==> src/rtl/rf_frame_receiver_if.sv <==
// rf_frame_receiver_if
//
// Purpose: bundles the receiver's bit-stream input (from the Manchester
// decoder stage) and its frame/payload outputs (to the packet consumer)
// into one interface. clk and rst_n stay plain ports on the receiver.
//
// Signals:
//   enable       receiver enable; low forces the receiver idle
//   bit_valid    one-cycle strobe, bit_in/bit_err valid this cycle
//   bit_in       decoded data bit, MSB first
//   bit_err      decoder error / loss-of-sync for this bit
//   frame_start  one-cycle pulse, sync word matched
//   frame_len    received length byte
//   data_out     payload byte
//   data_valid   one-cycle pulse per payload byte
//   frame_done   one-cycle pulse after the last CRC bit
//   crc_ok       CRC comparison result
//   frame_err    one-cycle pulse on frame abort
//   busy         high whenever the receiver is not hunting for sync
//
// Modports:
//   master  the side that drives the bit stream and consumes frame status
//   slave   the receiver itself
interface rf_frame_receiver_if;
  logic       enable;
  logic       bit_valid;
  logic       bit_in;
  logic       bit_err;
  logic       frame_start;
  logic [7:0] frame_len;
  logic [7:0] data_out;
  logic       data_valid;
  logic       frame_done;
  logic       crc_ok;
  logic       frame_err;
  logic       busy;

  modport master (
    output enable, bit_valid, bit_in, bit_err,
    input  frame_start, frame_len, data_out, data_valid,
           frame_done, crc_ok, frame_err, busy
  );

  modport slave (
    input  enable, bit_valid, bit_in, bit_err,
    output frame_start, frame_len, data_out, data_valid,
           frame_done, crc_ok, frame_err, busy
  );
endinterface

==> src/rtl/rf_frame_receiver.sv <==
// rf_frame_receiver
//
// Purpose: takes the serial bit stream from the Manchester decoder, hunts
// for a sync word, then deserializes a length byte, that many payload bytes
// and a trailing CRC-8 (poly 0x07, init 0x00, no reflection, no final XOR,
// covering the length byte and the payload). Payload bytes are delivered
// with a one-cycle data_valid pulse; frame status is reported as pulses.
//
// Ports:
//   clk    clock, all logic on its rising edge
//   rst_n  synchronous reset, active low
//   rx     rf_frame_receiver_if.slave (bit stream in, frame status out)
//
// Parameters:
//   SYNC_WORD  sync pattern, MSB received first
//   SYNC_LEN   number of low SYNC_WORD bits compared (1..16)
//   MAX_LEN    largest legal payload length in bytes (1..255)
//
// Build option:
//   FRAME_SYNC_TOL_EN  when defined, the sync match tolerates one mismatched
//                      bit among the compared bits. Undefined (default):
//                      exact match only.
module rf_frame_receiver #(
  parameter logic [15:0] SYNC_WORD = 16'h2DD4,
  parameter int          SYNC_LEN  = 16,
  parameter int          MAX_LEN   = 32
) (
  input logic            clk,
  input logic            rst_n,
  rf_frame_receiver_if.slave rx
);

  typedef enum logic [1:0] {
    HUNT,
    LEN,
    PAYLOAD,
    CRC
  } state_t;

  localparam logic [4:0]  SYNC_LEN_W  = 5'(SYNC_LEN);
  localparam logic [7:0]  MAX_LEN_B   = 8'(MAX_LEN);
  localparam logic [16:0] SYNC_MASK_W = (17'd1 << SYNC_LEN) - 17'd1;
  localparam logic [15:0] SYNC_MASK   = SYNC_MASK_W[15:0];
  localparam logic [4:0]  FILL_MAX    = 5'd16;

  state_t      state;
  logic [15:0] sync_reg;
  logic [4:0]  fill;
  logic [7:0]  crc;
  logic [7:0]  shift;
  logic [2:0]  bit_cnt;
  logic [7:0]  byte_cnt;

  logic        frame_start_q;
  logic [7:0]  frame_len_q;
  logic [7:0]  data_out_q;
  logic        data_valid_q;
  logic        frame_done_q;
  logic        crc_ok_q;
  logic        frame_err_q;

  logic [15:0] sync_next;
  logic [4:0]  fill_next;
  logic [15:0] sync_diff;
  logic        sync_hit;
  logic [7:0]  byte_next;
  logic [7:0]  crc_next;

`ifdef FRAME_SYNC_TOL_EN
  function automatic logic [4:0] popcount16(input logic [15:0] v);
    logic [4:0] c;
    c = 5'd0;
    for (int i = 0; i < 16; i++) begin
      c = c + {4'd0, v[i]};
    end
    return c;
  endfunction
`endif

  // Everything here looks at "what the registers would hold if the current
  // bit were accepted", so the match and the byte/CRC completion decisions
  // can be taken on the same edge that consumes the bit.
  always_comb begin
    sync_next = {sync_reg[14:0], rx.bit_in};
    fill_next = (fill == FILL_MAX) ? fill : fill + 5'd1;
    sync_diff = (sync_next ^ SYNC_WORD) & SYNC_MASK;
`ifdef FRAME_SYNC_TOL_EN
    sync_hit  = (fill_next >= SYNC_LEN_W) && (popcount16(sync_diff) <= 5'd1);
`else
    sync_hit  = (fill_next >= SYNC_LEN_W) && (sync_diff == 16'd0);
`endif
    byte_next = {shift[6:0], rx.bit_in};
    crc_next  = {crc[6:0], 1'b0} ^ ((crc[7] ^ rx.bit_in) ? 8'h07 : 8'h00);
  end

  // Receiver FSM with all outputs registered. Pulses default low every
  // cycle and are only raised on an edge that consumed a bit_valid.
  always_ff @(posedge clk) begin
    if (!rst_n) begin
      state         <= HUNT;
      sync_reg      <= 16'd0;
      fill          <= 5'd0;
      crc           <= 8'd0;
      shift         <= 8'd0;
      bit_cnt       <= 3'd0;
      byte_cnt      <= 8'd0;
      frame_start_q <= 1'b0;
      frame_len_q   <= 8'd0;
      data_out_q    <= 8'd0;
      data_valid_q  <= 1'b0;
      frame_done_q  <= 1'b0;
      crc_ok_q      <= 1'b0;
      frame_err_q   <= 1'b0;
    end else begin
      frame_start_q <= 1'b0;
      data_valid_q  <= 1'b0;
      frame_done_q  <= 1'b0;
      frame_err_q   <= 1'b0;

      if (!rx.enable) begin
        // Quiet abort: clear the datapath but keep the last reported
        // frame_len / data_out / crc_ok for the consumer.
        state    <= HUNT;
        sync_reg <= 16'd0;
        fill     <= 5'd0;
        crc      <= 8'd0;
        shift    <= 8'd0;
        bit_cnt  <= 3'd0;
        byte_cnt <= 8'd0;
      end else if (rx.bit_valid) begin
        if (state != HUNT && rx.bit_err) begin
          // Bit error inside a frame: drop the bit and the frame.
          frame_err_q <= 1'b1;
          state       <= HUNT;
          sync_reg    <= 16'd0;
          fill        <= 5'd0;
          bit_cnt     <= 3'd0;
        end else begin
          case (state)
            HUNT: begin
              if (rx.bit_err) begin
                sync_reg <= 16'd0;
                fill     <= 5'd0;
              end else if (sync_hit) begin
                // Sync register is cleared here so the next hunt starts
                // fresh and never overlaps this frame's bits.
                frame_start_q <= 1'b1;
                state         <= LEN;
                crc           <= 8'd0;
                shift         <= 8'd0;
                bit_cnt       <= 3'd0;
                crc_ok_q      <= 1'b0;
                sync_reg      <= 16'd0;
                fill          <= 5'd0;
              end else begin
                sync_reg <= sync_next;
                fill     <= fill_next;
              end
            end

            LEN: begin
              shift   <= byte_next;
              crc     <= crc_next;
              bit_cnt <= bit_cnt + 3'd1;
              if (bit_cnt == 3'd7) begin
                frame_len_q <= byte_next;
                if (byte_next > MAX_LEN_B) begin
                  frame_err_q <= 1'b1;
                  state       <= HUNT;
                end else if (byte_next == 8'd0) begin
                  state <= CRC;
                end else begin
                  state    <= PAYLOAD;
                  byte_cnt <= byte_next;
                end
              end
            end

            PAYLOAD: begin
              shift   <= byte_next;
              crc     <= crc_next;
              bit_cnt <= bit_cnt + 3'd1;
              if (bit_cnt == 3'd7) begin
                data_out_q   <= byte_next;
                data_valid_q <= 1'b1;
                byte_cnt     <= byte_cnt - 8'd1;
                if (byte_cnt == 8'd1) begin
                  state <= CRC;
                end
              end
            end

            CRC: begin
              // The received CRC byte is not folded into the running CRC;
              // it is compared against it once complete.
              shift   <= byte_next;
              bit_cnt <= bit_cnt + 3'd1;
              if (bit_cnt == 3'd7) begin
                frame_done_q <= 1'b1;
                crc_ok_q     <= (byte_next == crc);
                state        <= HUNT;
              end
            end

            default: begin
              state <= HUNT;
            end
          endcase
        end
      end
    end
  end

  assign rx.frame_start = frame_start_q;
  assign rx.frame_len   = frame_len_q;
  assign rx.data_out    = data_out_q;
  assign rx.data_valid  = data_valid_q;
  assign rx.frame_done  = frame_done_q;
  assign rx.crc_ok      = crc_ok_q;
  assign rx.frame_err   = frame_err_q;
  assign rx.busy        = (state != HUNT);

endmodule
==> src/flat_wrapper.sv <==
// flat-port wrapper written by rule: the top's interface ports become plain ports
module rf_frame_receiver_flat 
#(
  parameter logic [15:0] SYNC_WORD = 16'h2DD4,
  parameter int          SYNC_LEN  = 16,
  parameter int          MAX_LEN   = 32
)
  (clk, rst_n, rx_enable, rx_bit_valid, rx_bit_in, rx_bit_err, rx_frame_start, rx_frame_len, rx_data_out, rx_data_valid, rx_frame_done, rx_crc_ok, rx_frame_err, rx_busy);
  rf_frame_receiver_if rx_i ();
  input logic clk;
  input logic rst_n;
  input wire logic [$bits(rx_i.enable)-1:0] rx_enable;
  input wire logic [$bits(rx_i.bit_valid)-1:0] rx_bit_valid;
  input wire logic [$bits(rx_i.bit_in)-1:0] rx_bit_in;
  input wire logic [$bits(rx_i.bit_err)-1:0] rx_bit_err;
  output wire logic [$bits(rx_i.frame_start)-1:0] rx_frame_start;
  output wire logic [$bits(rx_i.frame_len)-1:0] rx_frame_len;
  output wire logic [$bits(rx_i.data_out)-1:0] rx_data_out;
  output wire logic [$bits(rx_i.data_valid)-1:0] rx_data_valid;
  output wire logic [$bits(rx_i.frame_done)-1:0] rx_frame_done;
  output wire logic [$bits(rx_i.crc_ok)-1:0] rx_crc_ok;
  output wire logic [$bits(rx_i.frame_err)-1:0] rx_frame_err;
  output wire logic [$bits(rx_i.busy)-1:0] rx_busy;
  assign rx_i.enable = rx_enable;
  assign rx_i.bit_valid = rx_bit_valid;
  assign rx_i.bit_in = rx_bit_in;
  assign rx_i.bit_err = rx_bit_err;
  assign rx_frame_start = rx_i.frame_start;
  assign rx_frame_len = rx_i.frame_len;
  assign rx_data_out = rx_i.data_out;
  assign rx_data_valid = rx_i.data_valid;
  assign rx_frame_done = rx_i.frame_done;
  assign rx_crc_ok = rx_i.crc_ok;
  assign rx_frame_err = rx_i.frame_err;
  assign rx_busy = rx_i.busy;
  rf_frame_receiver #(.SYNC_WORD(SYNC_WORD), .SYNC_LEN(SYNC_LEN), .MAX_LEN(MAX_LEN)) u_core (.clk(clk), .rst_n(rst_n), .rx(rx_i));
endmodule
==> config.mk <==
export PLATFORM = sky130hd
export DESIGN_NAME = rf_frame_receiver_flat
export DESIGN_NICKNAME = d
export VERILOG_FILES = /design/src/rtl/rf_frame_receiver_if.sv /design/src/rtl/rf_frame_receiver.sv /design/src/flat_wrapper.sv
export SDC_FILE = /design/constraint.sdc
export NUM_CORES = 1
export LEC_CHECK = 0
export BUFFER_PORTS_ARGS = -buffer_cell sky130_fd_sc_hd__buf_2
export CAP_MARGIN = 20
export CORE_ASPECT_RATIO = 1.75
export CORE_MARGIN = 8
export CORE_UTILIZATION = 50
export CTS_BUF_LIST = sky130_fd_sc_hd__clkbuf_8
export CTS_CLUSTER_DIAMETER = 200
export CTS_CLUSTER_SIZE = 14
export DETAILED_ROUTE_END_ITERATION = 8
export PLACE_DENSITY = 0.69
export SLEW_MARGIN = 10
export SYNTH_ARGS = -nofsm -noshare
export SYNTH_HDL_FRONTEND = slang
export SYNTH_SLANG_ARGS = --single-unit
==> constraint.sdc <==
create_clock -name clk -period 5.6 [get_ports clk]
set_input_delay 0.56 -clock clk [delete_from_list [all_inputs] [get_ports clk]]
set_output_delay 0.56 -clock clk [all_outputs]
set_load 0.03 [all_outputs]
After elaboration in Yosys (flattened, before gate mapping):

Cells that the tools add are included.

* bits in registers: 69
* bits in latches: 0
* bits in writable memories: 0
* bits in read-only memories: 0
* bits of input ports: 6
* output and inout port bits: 22
* logic and storage cells: 118
* memories: 0

* add/sub/neg operators: 3
* multiply operators: 0
* div/mod/pow operators: 0
* $lt $le $gt $ge: 2
* equal/unequal tests: 20
* shift-type cells: 0
* muxes and demuxes: 43
* bitwise gates (word level): 10
* reductions and logical operators: 26

Operators by type and width (count)
* $mux 15: 4
* $mux 8: 6
* $pmux 8 s2: 2
* $mux 5: 5
* $reduce_and 7->1: 3
* $logic_not 16->1: 1
* $mux 2: 8
* $ne 3x1->1 const B: 5
* $reduce_and 5->1: 3
* $pmux 7 s2: 1
* $mux 3: 4
* $mux 1: 10
* $reduce_bool 2->1: 5
* $reduce_or 5->1: 2
* $eq 8x1->1 const B: 1
* $eq 8x8->1: 1
* $gt 8x6->1 const B: 1
* $logic_not 8->1: 1
* $ne 2x1->1 const B: 4
* $not 8->8: 1
* $pmux 2 s4: 1
* $sub 8x1->8 const B: 1
* $xor 8x8->8: 1
* $not 1->1: 7
* 20 further kinds: 26

Logic depth before layout (Yosys ltp):

* depth in word-level cells: 8
* gate-level depth with buffers: 10
* mapped depth without buffers: 7

Worst setup path before layout:

OpenSTA, ideal clock, no wires.

* kind: input to register
* from: in rx_bit_in
* to: reg u_core.shift[5]
* setup time: 117 ps
* arrival: 2197 ps
* required time: 5483 ps
* path slack: 3285 ps
* cell stages on the path: 6
* buffers on the path: 1
* path through: or4b_4 -> nor4_4 -> a21oi_1 -> or2_0 -> clkbuf_1 -> a32o_1

* cells in the longest elaborated chain, start to end: 4

RTL lines
* from (decl): RTL line flat_wrapper.sv:14 `input wire logic [$bits(rx_i.bit_in)-1:0] rx_bit_in;`
* $logic_not 16->1: RTL line rf_frame_receiver.sv:90 `sync_hit = (fill_next >= SYNC_LEN_W) && (sync_diff == 16'd0);`
* $logic_and 1x1->1: RTL line rf_frame_receiver.sv:90
* $ne 2x1->1 (no line)
* $reduce_and 4->1 (no line)
* to (signal assigned): RTL line rf_frame_receiver.sv:162 `shift <= byte_next;`
* to (signal assigned): RTL line rf_frame_receiver.sv:180 `shift <= byte_next;`
* to (signal assigned): RTL line rf_frame_receiver.sv:196 `shift <= byte_next;`
* to (decl): RTL line rf_frame_receiver.sv:50 `logic [7:0] shift;`

No other way between the ends.
A chain may end at the register's enable or synchronous reset.

Final worst setup path:

* from: reg u_core.state[1]
* to: reg u_core.byte_cnt[0]

* cells in the longest elaborated chain, start to end: 4
* elaborated cells on any way between the ends: 12
* those cells by class: eq/ne: 6; mux: 1; bitwise: 1; reduce/logical: 4

RTL lines
* from (decl): RTL line rf_frame_receiver.sv:46 `state_t state;`
* from (signal assigned): RTL line rf_frame_receiver.sv:100 `state <= HUNT;`
* from (signal assigned): RTL line rf_frame_receiver.sv:123 `state <= HUNT;`
* from (signal assigned): RTL line rf_frame_receiver.sv:134 `state <= HUNT;`
* parallel branches: the longest is 4 deep, another holds $reduce_and 7->1
* to (signal assigned): RTL line rf_frame_receiver.sv:174 `byte_cnt <= byte_next;`
* to (signal assigned): RTL line rf_frame_receiver.sv:186 `byte_cnt <= byte_cnt - 8'd1;`
* to (decl): RTL line rf_frame_receiver.sv:52 `logic [7:0] byte_cnt;`

Parallel ways; which one is timed is not known.

==> results.yml <==
status:
  status: "finished clean"
detailed_routing:
  drtIter0Drc: 173
  via_count: 2725
  drt_first_pass_iters: 4
  routedWlPerCell_um: 16.4
  routed_via_density: 5.89
  drc_errors: 0
  drtAntennaViolNets: 0
  finalWirelength_um: 7610
sta:
  fin_crit_ns: 2.44
  setup_viol: 0
  finalSetupTns_ns: 0
  fmax_mhz: 410
  rsz0062_at_grt: "false"
  setup_ws_ns: 3.16
  tightest_slew_ns: 0.887
  slew_headroom_pct: 40.8
  fin_hold_ws_ns: 0.460
  finalMaxSlewViolations: 0
  hold_viol_final: 0
  finalClockSkew_ns: 0.00699
  finalCritPeriodShare_pct: 43.5
floorplanning:
  coreArea_um2: 6390
  placement_rows: 39
  start_util_pct: 50.7
  die_x_um: 76.9
  die_area_um2: 9420
  die_y_um: 123
  io_pins: 28
critical_path:
  max_stage_delay_ns: 0.40
  crit_required_ns: 5.84
  path_class: "reg2reg"
  crit_chain: "inv_1 > ha_1 > inv_1 > nor3_1 > a32oi_2 > nand2b_1 > a2111oi_0"
  worstSetupEndpointType: "flip-flop"
  critPathLaunchType: "flip-flop"
  slowest_stage: "a2111oi_0"
  critPathArrivalTime_ns: 2.67
  path_max_fanout: 9
  crit_path_frequent_cell: "inv_1"
place:
  place_ws_ns: 2.92
  dp_cells: 446
  dp_hpwl_um: 5410
  port_buffers: 27
  gp_congestion: 0.817
power:
  leakagePower_nw: 1.50
  p_seq_share_pct: 53.5
  p_sw_share_pct: 22.4
  p_per_area_nw_per_um2: 253
  p_int_uw: 712
  p_sw_uw: 205
  pwr-share-comb_pct: 3.3
  ir_drop_v: 0.000196
  power.total_uw: 918
  pwr-share-clk_pct: 43.1
logic_synthesis:
  synth_xor_area_share_pct: 3.24
  muxShareOfSynthArea_pct: 5.25
  synthAdderAreaFrac_pct: 4.25
  yosysUniqueCellTypes: 52
  synth_ff_type: "dfxtp_1"
  synth_edf_count: 0
  avgSynthCellArea_um2: 9.08
  async_flop_share_pct: 0
  synth_top_family_by_area: "simple AND/OR/NAND/NOR gates"
  synth_area_um2: 3240
  ys_seq_area_share_pct: 42.6
  netlist_instances: 357
  yosys.area_share.simple_pct: 20.8
  syn_nets: 374
  ys_warn_count: 0
  synth_compound_area_share_pct: 19.9
  synth_seq_cells: 69
cells_and_area:
  regArea_um2: 1380
  largest_reg_flops: 15
  fill_cells: 579
  area_growth_pct: 12.1
  fin_cells: 463
  diodes: 0
  drive_gt1_share_pct: 13.9
  finalNetCount: 393
  multi_input_area_um2: 1730
flow_run:
  max-cap-violations: 0
cts:
  cts_buffers: 9
  cts_tree: "yes"
  cts_root_buf: "clkbuf_8"
  hold_buffers: 0
  clockBufferDepth: 2
  clkLatencyLatePin_ns: 0.35
  cts_setup_buffers: 0
  htreeDepth: 3
  ctsResizeCount: 0
  clk_pin_slew_ns: 0.07
  cts.sinks: 69
grt:
  grt_first_pass_wirelength_um: 12500
  grt_overflow: 0
  antenna_found_initial: 0
  grt_max_degree: 32
  grt_pass1_vias: 2610
  grt_usage_pct: 16.5
min_path:
  min_path_type: "reg2reg"
-- cells in the final DEF, fill, tap and decap left out, types with 5 or more instances in the layout --
cell type,count
dfxtp_1,69
nor2_1,39
nand2_1,27
buf_2,27
mux2i_1,17
a22oi_1,16
inv_1,14
a21oi_1,12
ha_1,11
clkbuf_8,10
nor2b_1,8
nand3_1,8
o21ai_0,8
a22o_1,8
a32o_1,7
nand2b_1,6
xnor2_1,6
a31oi_1,6
xor2_1,6
nor3_1,5
o32ai_1,5
-- critical path: cells and delay by family (launching register included) --
family / cells / cell delay (ns)
AO/OA/AOI/OAI: 2 / 0.71
buffers and inverters: 2 / 0.22
flip-flops: 1 / 0.37
adder cells (fa/ha/maj): 1 / 0.27
AND/OR/NAND/NOR: 2 / 0.74
-- stage by stage --
step | utilization, % | cell area [µm²]
detailed placement | 53.4 | 3410
finish | 56.8 | 3630
floorplan | - | 3240
global route | 56.8 | 3630
CTS | 56.4 | 3610
global placement | 53.4 | 3410
-- synthesized netlist by cell type (all sizes together), types with 7 or more instances --
| cell type | n | area [µm²] |
|---|---|---|
| a21oi | 12 | 60.1 |
| a22o | 8 | 70.1 |
| a22oi | 16 | 120 |
| a32o | 7 | 70.1 |
| clkbuf | 22 | 82.6 |
| dfxtp | 69 | 1380 |
| ha | 11 | 138 |
| inv | 11 | 41.3 |
| mux2i | 17 | 170 |
| nand2 | 27 | 101 |
| nand3 | 8 | 40.0 |
| nor2 | 39 | 146 |
| nor2b | 8 | 50.1 |
| o21ai | 10 | 53.8 |
-- power by group through the flow --
stage               Clock, mW  Combinational, mW  Sequential [mW]
global route            0.421             0.0337            0.491
detailed placement          0             0.0284            0.503
global placement            0             0.0279            0.503
CTS                     0.402             0.0284            0.491
finish                  0.396             0.0306            0.491
floorplan                   0             0.0194            0.502
-- area by class of cell --
| type | instances | area share [%] |
|---|---|---|
| well taps | 82 | 2.82 |
| clock inverters | 6 | 1.55 |
| flip-flops and latches | 69 | 38.0 |
| repair buffers | 30 | 4.89 |
| multi-input cells | 254 | 47.7 |
| inverters | 12 | 1.24 |
| clock buffers | 10 | 3.79 |
-- logic make-up (layout without fill, tap and decap cells) --
logic type,after synthesis,in the layout
compound gates,86,86
xor+xnor,12,12
fa+ha+maj,11,11
buf+inv,34,58
flops,69,69
mux,17,17
simple gates,128,128
-- worst paths after layout --
| kind | from | to | cells past startpoint | slack (ns) |
|---|---|---|---|---|
| max | u_core.state[1]$_SDFFE_PN0P_ | u_core.byte_cnt[0]$_SDFFE_PN0P_ | 7 | 3.16 |
| min | u_core.bit_cnt[1]$_SDFFE_PN0P_ | u_core.bit_cnt[1]$_SDFFE_PN0P_ | 2 | 0.46 |
| max reg2reg | u_core.state[1]$_SDFFE_PN0P_ | u_core.byte_cnt[0]$_SDFFE_PN0P_ | 7 | 3.16 |
| min reg2reg | u_core.bit_cnt[1]$_SDFFE_PN0P_ | u_core.bit_cnt[1]$_SDFFE_PN0P_ | 2 | 0.46 |
-- per-layer routing --
metal  global-route usage, %  part of all wire (%)
met5                       0                     0
met4                    9.56                   2.8
met3                    5.28                   4.6
met2                    29.2                    52
met1                    16.7                    41
No activity file was read; power rests on OpenSTA's default activity.
